[config.mk]
export PLATFORM = sky130hd
export DESIGN_NAME = lu_pipe
export DESIGN_NICKNAME = d
export VERILOG_FILES = /design/src/rtl/lu_pkg.sv /design/src/rtl/lu_core.sv /design/src/rtl/lu_pipe.sv
export SDC_FILE = /design/constraint.sdc
export NUM_CORES = 1
export LEC_CHECK = 0
export CORE_MARGIN = 2
export CORE_UTILIZATION = 30
export CTS_CLUSTER_DIAMETER = 80
export CTS_CLUSTER_SIZE = 30
export DETAILED_ROUTE_END_ITERATION = 8
export HOLD_SLACK_MARGIN = 0.03
export PLACE_DENSITY_LB_ADDON = 0.08
export SLEW_MARGIN = 5
export SYNTH_ARGS = -nofsm -noshare
export SYNTH_HDL_FRONTEND = slang
export SYNTH_SLANG_ARGS = --single-unit
[constraint.sdc]
create_clock -name clk -period 2.2 [get_ports clk]
set_input_delay 0.55 -clock clk [delete_from_list [all_inputs] [get_ports clk]]
set_output_delay 0.55 -clock clk [all_outputs]
set_load 0.005 [all_outputs]
[src/rtl/lu_pkg.sv]
// Shared definitions for the lu_pipe logic unit: op codes, op width and
// the output-stage state encoding.
package lu_pkg;

  localparam int LU_OP_W = 3;

  localparam logic [LU_OP_W-1:0] LU_AND   = 3'b000;
  localparam logic [LU_OP_W-1:0] LU_NAND  = 3'b001;
  localparam logic [LU_OP_W-1:0] LU_OR    = 3'b010;
  localparam logic [LU_OP_W-1:0] LU_NOR   = 3'b011;
  localparam logic [LU_OP_W-1:0] LU_XOR   = 3'b100;
  localparam logic [LU_OP_W-1:0] LU_XNOR  = 3'b101;
  localparam logic [LU_OP_W-1:0] LU_NOTA  = 3'b110;
  localparam logic [LU_OP_W-1:0] LU_PASSB = 3'b111;

  typedef enum logic {
    LU_EMPTY = 1'b0,
    LU_FULL  = 1'b1
  } lu_state_e;

endpackage

[src/rtl/lu_core.sv]
// Purely combinational bitwise function unit: result = f(op, op_a, b).
module lu_core
  import lu_pkg::*;
#(
  parameter int WIDTH = 8
) (
  input  logic [WIDTH-1:0]   op_a,
  input  logic [WIDTH-1:0]   b,
  input  logic [LU_OP_W-1:0] op,
  output logic [WIDTH-1:0]   result
);

  always_comb begin
    result = '0;
    case (op)
      LU_AND:   result = op_a & b;
      LU_NAND:  result = ~(op_a & b);
      LU_OR:    result = op_a | b;
      LU_NOR:   result = ~(op_a | b);
      LU_XOR:   result = op_a ^ b;
      LU_XNOR:  result = ~(op_a ^ b);
      LU_NOTA:  result = ~op_a;
      LU_PASSB: result = b;
      default:  result = '0;
    endcase
  end

endmodule

[src/rtl/lu_pipe.sv]
// Registered logic unit with valid/ready output stage, accumulator and
// transfer counter. Define LU_FLAGS_EN to add registered zero/parity flags.
module lu_pipe
  import lu_pkg::*;
#(
  parameter int WIDTH = 8,
  parameter int CNT_W = 8
) (
  input  logic               clk,
  input  logic               reset,
  input  logic               in_valid,
  output logic               in_ready,
  input  logic [WIDTH-1:0]   a,
  input  logic [WIDTH-1:0]   b,
  input  logic [LU_OP_W-1:0] op,
  input  logic               acc_sel,
  input  logic               acc_clr,
  output logic               out_valid,
  input  logic               out_ready,
  output logic [WIDTH-1:0]   s,
  output logic [WIDTH-1:0]   acc,
  output logic [CNT_W-1:0]   ops_done
`ifdef LU_FLAGS_EN
  ,
  output logic               zero,
  output logic               parity
`endif
);

  lu_state_e        state_p1, state_nxt;
  logic             accept;
  logic [WIDTH-1:0] op_a, result;
  logic [WIDTH-1:0] s_p1, acc_p1;
  logic [CNT_W-1:0] cnt_p1;

  // The only combinational output path is out_ready -> in_ready.
  assign in_ready = !out_valid || out_ready;
  assign accept   = in_valid && in_ready;

  // A clear on the same cycle as acc_sel forces operand A to zero.
  always_comb begin
    op_a = a;
    if (acc_sel) op_a = acc_clr ? '0 : acc_p1;
  end

  lu_core #(.WIDTH(WIDTH)) u_core (
    .op_a   (op_a),
    .b      (b),
    .op     (op),
    .result (result)
  );

  // ---- stage p1: output-stage state ----
  always_ff @(posedge clk) begin
    if (reset) state_p1 <= LU_EMPTY;
    else       state_p1 <= state_nxt;
  end

  always_comb begin
    state_nxt = state_p1;
    case (state_p1)
      LU_EMPTY: if (accept) state_nxt = LU_FULL;
      LU_FULL:  if (!accept && out_ready) state_nxt = LU_EMPTY;
      default:  state_nxt = LU_EMPTY;
    endcase
  end

  always_comb begin
    out_valid = (state_p1 == LU_FULL);
  end

  // ---- stage p1: result, accumulator and counter registers ----
  always_ff @(posedge clk) begin
    if (reset) begin
      s_p1   <= '0;
      acc_p1 <= '0;
      cnt_p1 <= '0;
    end else begin
      if (accept) begin
        s_p1   <= result;
        cnt_p1 <= cnt_p1 + CNT_W'(1);
      end
      if (accept)       acc_p1 <= result;
      else if (acc_clr) acc_p1 <= '0;
    end
  end

  assign s        = s_p1;
  assign acc      = acc_p1;
  assign ops_done = cnt_p1;

`ifdef LU_FLAGS_EN
  logic zero_p1, parity_p1;

  always_ff @(posedge clk) begin
    if (reset) begin
      zero_p1   <= 1'b0;
      parity_p1 <= 1'b0;
    end else if (accept) begin
      zero_p1   <= (result == '0);
      parity_p1 <= ^result;
    end
  end

  assign zero   = zero_p1;
  assign parity = parity_p1;
`endif

endmodule

==> impl_metrics.ini <==
[outcome]
status = finished, violations left
violations = design-rule violations

[route]
wl_per_cell_um = 14.7
drc = 4
dr_total_vias = 2115
firstDrtPassIters = 6
drtIter0Drc = 60
ant_nets = 0
routed_wl_um = 6030
vias_per_cell = 5.16

[die]
die_w_um = 85.7
die_h_um = 85.7
fp.dieArea_mm2 = 0.00735
rows = 29
num_io_pins = 51
coreArea_mm2 = 0.00642
initial_utilization_pct = 31.2

[timing]
finalHoldViolations = 0
period_needed_ns = 2.15
worstMarginPinSlew_ns = 0.375
finalWorstSetupSlack_ns = 0.0488
hold_ws_ns = 0.469
slew_violations = 0
fin_skew_ns = 0.00170
post-route-period-util_pct = 97.8
maxSlewHeadroom_pct = 74.9
setup_violations = 0
fmax_mhz = 465

[synth]
yosysMostFrequentCell = inv_1
syn_avg_cell_area_um2 = 7.92
yosysTopAreaCellShare_pct = 25.0
seq_area_frac_synth_pct = 25.0
ys_types = 46
synth-seq-cells = 25
synth_flop_cell = dfxtp_1
synthArstFlopShare_pct = 0
synth-edff-count = 0
syn_area_mm2 = 0.00200
yosys-top-cells-count = 27 x inv_1, 25 x dfxtp_1, 25 x nand2_1
syn_inst = 253
yosysWarnings = 0
synth_nets = 295
ys_top_cells_by_area = dfxtp_1 25%, ha_1 11%, inv_1 5.1%
yosysTopAreaCell = dfxtp_1

[cells_and_area]
fillerInstances = 660
design_area_mm2 = 0.00299
area_growth_pct = 49.2
multi_input_area_mm2 = 0.00142
drive_above_1_share_pct = 23.7
seq_area_um2 = 500
fin_nets = 376
final_cells = 410
diodes = 0

[clocking]
clockRootBuffer = clkbuf_8
clock_latency_ns = 0.26
cts_buffers = 3
path_clk_slew_ns = 0.08
cts_max_path_buffers = 2
ctsHoldBuffers = 0
cts_tree = yes
cts.sinks = 25
h-tree-depth = 1

[global_routing]
grt_pass1_vias = 2034
grtUsageTotal_pct = 16.6
grt_first_pass_wirelength_um = 9910
grt_max_degree = 26
grt_overflow_total = 0
antenna_found_initial = 0

[worst_hold_path]
hold_path.class = register to register
whs_endpoint = s[0]
hold_path_depth = 2
hold_start = s[0]

[place]
placed_area_mm2 = 0.00283
gp_congestion = 0.854
place_inst = 404
dp_hpwl_um = 4690
io_buffers = 50
dp_slack_ns = -0.639

[pwr]
p_leak_uw = 0.00131
finalPower_uw = 1200
p_per_area_mw_per_mm2 = 403
vdd_ir_drop_max_uv = 293

[worst_setup_path]
cp.arrival_ns = 2.36
endpoint_kind = register
r2r-end = s[7]
crit_required_ns = 2.41
r2r_start = acc[7]
worstSetupPathType = input port to register
r2r_cells = 8
rrSetupSlack_ns = 0.35
worstPathMaxFanout = 2
worst_setup_path_start_kind = input port

[job]
maxCapViolations = 0
==> worst max path at each step <==
| stage | from | endpoint |
|---|---|---|
| finish | a[5] | s[5] |
| global route | a[5] | s[5] |
| CTS | a[3] | acc[3] |
| detailed placement | acc_sel | acc[1] |
| global placement | acc_sel | acc[1] |
| floorplan | acc_sel | acc[7] |
==> metal layers <==
| metal | up-vias | track usage (%) | share of wire [%] |
|---|---|---|---|
| met2 | 45 | 28.8 | 47 |
| met3 | 5 | 2.98 | 3.5 |
| met5 | - | 0 | 0 |
| met4 | 0 | 1.59 | 0.98 |
| met1 | 1000 | 22.4 | 49 |
| li1 | 1065 | - | - |
==> sequential cells by signal, indices dropped and copies added, names as in the netlist <==
| name | count |
|---|---|
| s | 8 |
| acc | 8 |
| ops_done | 8 |
| out_valid | 1 |
==> per-stage QoR <==
stage	util, %	setup TNS [ns]
floorplan	-	0
global placement	44.1	-8.77
detailed placement	44.1	-8.90
CTS	45.5	0
global route	46.6	-0.0103
finish	46.6	0
==> area by class of cell <==
type / instances / share of cell area, %
multi-input combinational: 186 / 47.6
timing repair buffer: 91 / 27.6
sequential: 25 / 16.7
inverter: 27 / 3.39
tap: 77 / 3.22
clock buffer: 4 / 1.51
==> kinds of logic (layout without fill, tap and decap cells) <==
logic type      count (synthesis)  count (layout)  synth area share (%)
compound gates                 63              63                  25.5
flops                          25              25                  25.0
buf+inv                        42             122                  8.86
simple gates                  100             100                  27.4
xor+xnor                        6               6                  2.62
fa+ha+maj                      17              17                  10.6
==> where the power goes <==
| group | switching, uW | internal [uW] |
|---|---|---|
| Clock | 139 | 129 |
| Sequential | 21.0 | 481 |
| Combinational | 199 | 236 |
==> what timing repair did <==
action / 4_1_cts / 5_1_grt
buffers inserted: 1 / 1
pin swaps: 2 / 15
endpoints found under the setup margin: 16 / 15
resized for setup: 13 / 22
==> placed cells by master (no fill, tap or decap), types with 6 or more instances in the layout <==
cell type and n:
clkdlybuf4s50_1 44, buf_4 39, inv_1 26, nand2_1 25, dfxtp_1 25, ha_1 15
nand3_1 12, nor2_1 12, or3_1 8, a21oi_2 8, a221oi_2 6
==> worst max-delay path: stages <==
cell             delay (ns)
clkdlybuf4s50_1        0.40
and2b_4                0.16
a21o_1                 0.18
ha_1                   0.17
or2_1                  0.22
a311o_1                0.31
a41o_1                 0.23
a21oi_2                0.14
Note: power is estimated with default switching activity, not from simulation.
